File: config.mk
export PLATFORM = sky130hd
export DESIGN_NAME = alu_muldiv_seq_flat
export DESIGN_NICKNAME = d
export VERILOG_FILES = /design/src/rtl/alu_muldiv_seq_pkg.sv /design/src/rtl/alu_muldiv_seq_if.sv /design/src/rtl/alu_muldiv_seq_sign_fix.sv /design/src/rtl/alu_muldiv_seq.sv /design/src/flat_wrapper.sv
export SDC_FILE = /design/constraint.sdc
export NUM_CORES = 1
export LEC_CHECK = 0
export ABC_CLOCK_PERIOD_IN_PS = 2000
export CAP_MARGIN = 20
export CELL_PAD_IN_SITES_DETAIL_PLACEMENT = 1
export CELL_PAD_IN_SITES_GLOBAL_PLACEMENT = 1
export CORE_MARGIN = 2
export CORE_UTILIZATION = 40
export CTS_CLUSTER_DIAMETER = 40
export DETAILED_ROUTE_END_ITERATION = 8
export PLACE_DENSITY_LB_ADDON = 0.1
export REMOVE_ABC_BUFFERS = 1
export SYNTH_ARGS = -nofsm -noshare
export SYNTH_HDL_FRONTEND = slang
export SYNTH_SLANG_ARGS = --single-unit
export TNS_END_PERCENT = 50
File: constraint.sdc
create_clock -name clk -period 2 [get_ports clk]
set_input_delay 0.3 -clock clk [delete_from_list [all_inputs] [get_ports clk]]
set_output_delay 0.3 -clock clk [all_outputs]
set_load 0.02 [all_outputs]
File: src/rtl/alu_muldiv_seq_pkg.sv
// Shared ALU mode constants, op-field bit positions and sequencer state encoding.
package alu_muldiv_seq_pkg;

  localparam logic [3:0] ALU_ADD    = 4'b0100;
  localparam logic [3:0] ALU_SUB    = 4'b0111;
  localparam logic [3:0] ALU_PASS_A = 4'b1110;

  localparam int OP_KIND_BIT   = 0;
  localparam int OP_SIGNED_BIT = 1;

  // Values of op[OP_KIND_BIT]
  localparam logic OP_MUL = 1'b0;
  localparam logic OP_DIV = 1'b1;

  typedef enum logic [2:0] {
    S_IDLE,
    S_PRE,
    S_LOAD,
    S_ITER,
    S_FIX,
    S_DONE
  } state_t;

endpackage

File: src/rtl/alu_muldiv_seq_if.sv
// Request/result bundle between the CPU control unit (master) and the mul/div sequencer (slave).
interface alu_muldiv_seq_if;
  logic       start;
  logic [1:0] op;
  logic [7:0] a;
  logic [7:0] b;
  logic       busy;
  logic       done;
  logic [7:0] res_hi;
  logic [7:0] res_lo;
  logic       dbz;

  modport master (
    output start, op, a, b,
    input  busy, done, res_hi, res_lo, dbz
  );

  modport slave (
    input  start, op, a, b,
    output busy, done, res_hi, res_lo, dbz
  );
endinterface

File: src/rtl/alu_muldiv_seq_sign_fix.sv
// Conditional two's-complement negate of a W-bit value; only built with MULDIV_SIGNED_EN.
`ifdef MULDIV_SIGNED_EN
module alu_muldiv_seq_sign_fix #(
  parameter int W = 8
) (
  input  logic [W-1:0] val,
  input  logic         neg,
  output logic [W-1:0] res
);
  assign res = neg ? (~val + W'(1)) : val;
endmodule
`endif

File: src/rtl/alu_muldiv_seq.sv
// Sequencer running 8x8 shift-add multiply and 8/8 restoring divide on the shared CPU ALU (MULDIV_SIGNED_EN adds signed ops).
// Latency: DONE in cycle 10 after the start edge (2 on divide-by-zero, 12 for signed ops); done is a 1-cycle pulse.
// Backpressure: none queued; start is sampled only while idle and ignored while busy.
module alu_muldiv_seq
  import alu_muldiv_seq_pkg::*;
#(
  parameter int ITERS = 8
) (
  input  logic            clk,
  input  logic            rst_n,
  alu_muldiv_seq_if.slave cpu,
  output logic [7:0]      alu_a,
  output logic [7:0]      alu_b,
  output logic [3:0]      alu_mode,
  output logic            alu_cin,
  input  logic [7:0]      alu_out,
  input  logic            alu_cout
);

  localparam int CW = $clog2(ITERS);

  state_t        state;
  logic          busy_q;
  logic          done_q;
  logic          dbz_q;
  logic [7:0]    res_hi_q;
  logic [7:0]    res_lo_q;
  logic          is_div;
  logic [7:0]    src_a;
  logic [7:0]    src_b;
  logic [7:0]    acc;
  logic [7:0]    lo;
  logic [CW-1:0] cnt;

  logic [7:0]    acc_nx;
  logic [7:0]    lo_nx;
  logic [7:0]    r_sh;
  logic          qbit;
  logic          carry;
  logic          last;
  logic [7:0]    dbz_a;

  assign cpu.busy   = busy_q;
  assign cpu.done   = done_q;
  assign cpu.dbz    = dbz_q;
  assign cpu.res_hi = res_hi_q;
  assign cpu.res_lo = res_lo_q;

  assign last = (cnt == CW'(ITERS - 1));

`ifdef MULDIV_SIGNED_EN
  logic        is_sgn;
  logic        neg_a;
  logic        neg_b;
  logic [7:0]  orig_a;
  logic [7:0]  abs_a;
  logic [7:0]  abs_b;
  logic [7:0]  fix_q;
  logic [7:0]  fix_r;
  logic [15:0] fix_p;

  alu_muldiv_seq_sign_fix #(.W(8))  u_abs_a (.val(src_a),     .neg(src_a[7]),     .res(abs_a));
  alu_muldiv_seq_sign_fix #(.W(8))  u_abs_b (.val(src_b),     .neg(src_b[7]),     .res(abs_b));
  alu_muldiv_seq_sign_fix #(.W(16)) u_fix_p (.val({acc, lo}), .neg(neg_a ^ neg_b), .res(fix_p));
  alu_muldiv_seq_sign_fix #(.W(8))  u_fix_q (.val(lo),        .neg(neg_a ^ neg_b), .res(fix_q));
  // Remainder follows the sign of the dividend
  alu_muldiv_seq_sign_fix #(.W(8))  u_fix_r (.val(acc),       .neg(neg_a),         .res(fix_r));

  assign dbz_a = orig_a;
`else
  logic unused_sign;
  assign unused_sign = cpu.op[OP_SIGNED_BIT];
  assign dbz_a       = src_a;
`endif

  // One iteration step from the ALU result: acc is P_hi / R, lo is P_lo / Q
  always_comb begin
    acc_nx = acc;
    lo_nx  = lo;
    r_sh   = {acc[6:0], lo[7]};
    qbit   = 1'b0;
    carry  = 1'b0;
    if (is_div) begin
      qbit   = acc[7] | ~alu_cout;
      acc_nx = qbit ? alu_out : r_sh;
      lo_nx  = {lo[6:0], qbit};
    end else begin
      carry  = lo[0] & alu_cout;
      acc_nx = {carry, alu_out[7:1]};
      lo_nx  = {alu_out[0], lo[7:1]};
    end
  end

  always_ff @(posedge clk or negedge rst_n) begin
    if (!rst_n) begin
      state    <= S_IDLE;
      busy_q   <= 1'b0;
      done_q   <= 1'b0;
      dbz_q    <= 1'b0;
      res_hi_q <= 8'h00;
      res_lo_q <= 8'h00;
      alu_a    <= 8'h00;
      alu_b    <= 8'h00;
      alu_mode <= ALU_PASS_A;
      alu_cin  <= 1'b0;
      is_div   <= 1'b0;
      src_a    <= 8'h00;
      src_b    <= 8'h00;
      acc      <= 8'h00;
      lo       <= 8'h00;
      cnt      <= '0;
`ifdef MULDIV_SIGNED_EN
      is_sgn   <= 1'b0;
      neg_a    <= 1'b0;
      neg_b    <= 1'b0;
      orig_a   <= 8'h00;
`endif
    end else begin
      done_q <= 1'b0;
      case (state)
        S_IDLE: begin
          if (cpu.start) begin
            is_div <= (cpu.op[OP_KIND_BIT] == OP_DIV);
            src_a  <= cpu.a;
            src_b  <= cpu.b;
            dbz_q  <= 1'b0;
            busy_q <= 1'b1;
`ifdef MULDIV_SIGNED_EN
            is_sgn <= cpu.op[OP_SIGNED_BIT];
            orig_a <= cpu.a;
            neg_a  <= 1'b0;
            neg_b  <= 1'b0;
            state  <= cpu.op[OP_SIGNED_BIT] ? S_PRE : S_LOAD;
`else
            state  <= S_LOAD;
`endif
          end
        end
`ifdef MULDIV_SIGNED_EN
        S_PRE: begin
          neg_a <= src_a[7];
          neg_b <= src_b[7];
          src_a <= abs_a;
          src_b <= abs_b;
          state <= S_LOAD;
        end
`endif
        S_LOAD: begin
          acc     <= 8'h00;
          cnt     <= '0;
          alu_cin <= 1'b0;
          if (is_div && (src_b == 8'h00)) begin
            res_lo_q <= 8'hFF;
            res_hi_q <= dbz_a;
            dbz_q    <= 1'b1;
            done_q   <= 1'b1;
            state    <= S_DONE;
          end else if (is_div) begin
            lo       <= src_a;
            alu_a    <= {7'b0, src_a[7]};
            alu_b    <= src_b;
            alu_mode <= ALU_SUB;
            state    <= S_ITER;
          end else begin
            lo       <= src_b;
            alu_a    <= 8'h00;
            alu_b    <= src_a;
            alu_mode <= src_b[0] ? ALU_ADD : ALU_PASS_A;
            state    <= S_ITER;
          end
        end
        S_ITER: begin
          cnt <= cnt + 1'b1;
          acc <= acc_nx;
          lo  <= lo_nx;
          // ALU operands are registered, so set up the next step from the next-state values
          alu_a    <= is_div ? {acc_nx[6:0], lo_nx[7]} : acc_nx;
          alu_mode <= is_div ? ALU_SUB : (lo_nx[0] ? ALU_ADD : ALU_PASS_A);
          if (last) begin
            alu_a    <= 8'h00;
            alu_b    <= 8'h00;
            alu_mode <= ALU_PASS_A;
`ifdef MULDIV_SIGNED_EN
            if (is_sgn) begin
              state <= S_FIX;
            end else begin
              res_hi_q <= acc_nx;
              res_lo_q <= lo_nx;
              done_q   <= 1'b1;
              state    <= S_DONE;
            end
`else
            res_hi_q <= acc_nx;
            res_lo_q <= lo_nx;
            done_q   <= 1'b1;
            state    <= S_DONE;
`endif
          end
        end
`ifdef MULDIV_SIGNED_EN
        S_FIX: begin
          if (is_div) begin
            res_hi_q <= fix_r;
            res_lo_q <= fix_q;
          end else begin
            res_hi_q <= fix_p[15:8];
            res_lo_q <= fix_p[7:0];
          end
          done_q <= 1'b1;
          state  <= S_DONE;
        end
`endif
        S_DONE: begin
          busy_q <= 1'b0;
          state  <= S_IDLE;
        end
        default: state <= S_IDLE;
      endcase
    end
  end

endmodule

File: src/flat_wrapper.sv
// flat-port wrapper written by rule: the top's interface ports become plain ports
module alu_muldiv_seq_flat import alu_muldiv_seq_pkg::*;
#(
  parameter int ITERS = 8
)
  (clk, rst_n, alu_a, alu_b, alu_mode, alu_cin, alu_out, alu_cout, cpu_start, cpu_op, cpu_a, cpu_b, cpu_busy, cpu_done, cpu_res_hi, cpu_res_lo, cpu_dbz);
  alu_muldiv_seq_if cpu_i ();
  input  logic clk;
  input  logic rst_n;
  output logic [7:0] alu_a;
  output logic [7:0] alu_b;
  output logic [3:0] alu_mode;
  output logic alu_cin;
  input  logic [7:0] alu_out;
  input  logic alu_cout;
  input wire logic [$bits(cpu_i.start)-1:0] cpu_start;
  input wire logic [$bits(cpu_i.op)-1:0] cpu_op;
  input wire logic [$bits(cpu_i.a)-1:0] cpu_a;
  input wire logic [$bits(cpu_i.b)-1:0] cpu_b;
  output wire logic [$bits(cpu_i.busy)-1:0] cpu_busy;
  output wire logic [$bits(cpu_i.done)-1:0] cpu_done;
  output wire logic [$bits(cpu_i.res_hi)-1:0] cpu_res_hi;
  output wire logic [$bits(cpu_i.res_lo)-1:0] cpu_res_lo;
  output wire logic [$bits(cpu_i.dbz)-1:0] cpu_dbz;
  assign cpu_i.start = cpu_start;
  assign cpu_i.op = cpu_op;
  assign cpu_i.a = cpu_a;
  assign cpu_i.b = cpu_b;
  assign cpu_busy = cpu_i.busy;
  assign cpu_done = cpu_i.done;
  assign cpu_res_hi = cpu_i.res_hi;
  assign cpu_res_lo = cpu_i.res_lo;
  assign cpu_dbz = cpu_i.dbz;
  alu_muldiv_seq #(.ITERS(ITERS)) u_core (.clk(clk), .rst_n(rst_n), .cpu(cpu_i), .alu_a(alu_a), .alu_b(alu_b), .alu_mode(alu_mode), .alu_cin(alu_cin), .alu_out(alu_out), .alu_cout(alu_cout));
endmodule
==> metrics.txt <==
top-count cell post-synth dfrtp_1; Compound-Gate Fraction of Synth Area 14.1%; area share of the largest cell type after synthesis between 40% and 50%; #FFs+latches synth 77; Slew Viols, Final 0; CTS Buffer Depth 2; Top FF cell, synth dfrtp_1; Final ANT Viol Nets 0; TritonCTS clock tree yes; drt wl/cell between 15 and 20 µm; Pwr Total between 8 and 9 mW; IO Count 70; Cell variety after synth 45; Nets ~430; I/O Buffers between 60 and 70; Syn Area/Cell 12.3 µm²; Post-Synth Simple-Gate Area between 10% and 20%; status complete, no violations; routed wire length between 9000 and 10000 µm; # DRC 0; WP data arrival about 2100 ps; H-tree depth 3; post-synthesis cell area 3750 µm²; clk sinks 77; Detailed Place HPWL about 7000 µm; Final setup viols 0; synth top area cells dfrtp_1, mux2_2, mux2i_1; pwr/cell area ~1700 nW/µm²; period utilization 95.2%; Rows 35; gpl congestion 0.810; Hold Path Class in -> async; Tmin final 1900 ps; top cells by count, synth dfrtp_1, mux2_2, mux2i_1; static leakage 2.18 nW; clk slew on worst S/H paths 80 ps; vias per cell 5.49; leading area contributor after synthesis dfrtp_1; Final Util a little over half; Starting Density 41.0%; Critical Path, Cell by Cell nor4_4 > nand4b_4 > a21oi_4 > buf_12 > mux2_2; Setup Skew between 10 and 15 ps; asr flop ratio synth 100%; Vias between 2k and 3k; Crit-path slowest cell dfrtp_1; crit end category flop; first-pass GRT wire length about 16000 µm; main combinational cell family by area after synthesis multiplexers; Synth Instances about 310; Die W 101 µm; Congestion Overflow GR 0; sequential fraction of the synthesis area between 50% and 60%; RSZ-0062 raised after global routing false; Final Cell Area 4930 µm²; Syn-to-layout area delta 31.3%; cell family with most CP delay simple AND/OR/NAND/NOR gates; largest net degree at the start of global routing 34; CP Buf/Inv Count 1; EDFF count, synth 0; gr usage total between 20% and 30%; crit-path max FO 17; Largest stage delay, worst path approximately 440 ps; Core ar. slightly above 9000 µm²; FMAX 525 MHz; diode count 0; Post-Synth XOR/XNOR Area 0%; maximum VDD drop between 700 and 800 µV; post-synthesis mux area share around a fifth; Filler Cells Inserted 964; later-pin clock latency in the skew report ~350 ps; total die area just over 10000 µm²; DR iter-0 viols roughly 110; Synth Warn # 0; Pre-Repair DR Iteration Count 4; CTS root buf clkbuf_8; placed inst area between 4000 and 5000 µm²; die height around 100 µm; Max Cap Viol 0; fraction of layout instances using a drive strength above 1 a little over a quarter; vias in the first global route just over 3k; Critical Path RT ~2200 ps; CP Class reg -> reg; clock buffer count from CTS 9; critical path launch point type flop; Synth Area in Adders 0.666%; Hold Vio Cnt, Final 0; initial antenna violation count 0
==> worst reg2reg max path: cells and delay by family, from the launching register on <==
kind | cells | cell delay [ps]
buffers and inverters | 1 | 190
AND/OR/NAND/NOR | 2 | 580
flip-flops | 1 | 440
AO/OA/AOI/OAI | 1 | 210
multiplexers | 1 | 360
==> routing by layer <==
metal  share of wire [%]  GRT usage, %  wire length, µm
met1                  46          28.1             4570
met2                  48          34.2             4720
met3                 4.8          4.02              468
met4                0.83          5.16               82
met5                   0             0                0
==> final cells by class <==
cell class | instances | area, µm² | area share (%)
flip-flops and latches | 77 | 1930 | 39.2
multi-input cells | 195 | 1670 | 33.8
repair buffers | 96 | 923 | 18.7
well taps | 111 | 139 | 2.82
clock buffers | 10 | 128 | 2.59
clock inverters | 6 | 88.8 | 1.80
inverters | 14 | 52.6 | 1.07
==> placed cells by master, fill, tap and decap left out, types with 2 or more instances in the layout <==
| cell type | count |
|---|---|
| buf_12 | 3 |
| mux2i_1 | 22 |
| dfstp_2 | 2 |
| o21ai_0 | 6 |
| and2_1 | 6 |
| ha_1 | 2 |
| o211ai_1 | 9 |
| clkinvlp_4 | 2 |
| mux2_2 | 35 |
| o2bb2ai_1 | 7 |
| conb_1 | 2 |
| nor2b_1 | 2 |
| buf_4 | 27 |
| o41ai_1 | 2 |
| dfrtp_1 | 74 |
| clkbuf_8 | 9 |
| bufinv_16 | 2 |
| nand2b_1 | 2 |
| or2_2 | 6 |
| inv_1 | 14 |
| a21boi_0 | 6 |
| nor3b_1 | 2 |
| nor2_1 | 9 |
| mux2_4 | 7 |
| a21oi_1 | 6 |
| a32o_1 | 8 |
| a22o_1 | 15 |
| nand3b_1 | 9 |
| clkdlybuf4s50_1 | 65 |
| nand2_1 | 14 |
==> kinds of logic after synthesis <==
family / Yosys count
AND/OR/NAND/NOR: 61
buffers and inverters: 34
flip-flops: 77
AO/OA/AOI/OAI: 66
other: 2
adder cells (fa/ha/maj): 2
multiplexers: 64
==> power breakdown <==
group | switching [mW] | total [mW] | internal (mW) | leakage (nW)
clock | 0.592 | 1.29 | 0.703 | 0.102
combinational | 1.92 | 4.02 | 2.09 | 1.13
sequential | 0.607 | 2.83 | 2.22 | 0.955
total | 3.12 | 8.14 | 5.02 | 2.18
==> flip-flops by register name (all words and copies together) (netlist names) <==
name / cells
u_core.acc: 8
u_core.alu_a: 8
u_core.alu_b: 8
u_core.alu_mode: 3
u_core.cnt: 3
u_core.cpu.busy: 1
u_core.cpu.dbz: 1
u_core.cpu.done: 1
u_core.cpu.res_hi: 8
u_core.cpu.res_lo: 8
u_core.dbz_a: 8
u_core.is_div: 1
u_core.lo: 8
u_core.src_b: 8
u_core.state: 3
==> path summary, 6_finish.rpt <==
path                                                     start                               end  slack (ps)  cells after the start
worst max-delay path               u_core.src_b[7]$_DFFE_PN0P_  u_core.cpu.res_hi[1]$_DFFE_PN0P_         100                      5
worst min-delay path                                     rst_n  u_core.cpu.res_hi[6]$_DFFE_PN0P_         450                      2
worst max register to register     u_core.src_b[7]$_DFFE_PN0P_  u_core.cpu.res_hi[1]$_DFFE_PN0P_         100                      5
worst min register to register  u_core.alu_mode[1]$_DFFE_PN1P_    u_core.alu_mode[1]$_DFFE_PN1P_         480                      2
max in group asynchronous                                rst_n    u_core.alu_mode[3]$_DFFE_PN1P_         860                      3
min in group clk                u_core.alu_mode[1]$_DFFE_PN1P_    u_core.alu_mode[1]$_DFFE_PN1P_         480                      2
==> stage by stage <==
stage,hold WS (ps),setup WS [ps],cells,TNS (ps)
global placement,285,67.0,491,0
finish,451,95.2,509,0
CTS,456,52.4,508,0
floorplan,4.41,-1050,286,-41000
detailed placement,293,43.8,491,0
global route,478,19.0,509,0
==> what timing repair did <==
item                                    4_1_cts  5_1_grt
hold buffers                                  1        0
hold endpoints to repair                     31        0
setup buffers                                 0        1
endpoints found under the setup margin        0        8
resized for setup                             0        1
(Power assumes the default switching activity.)
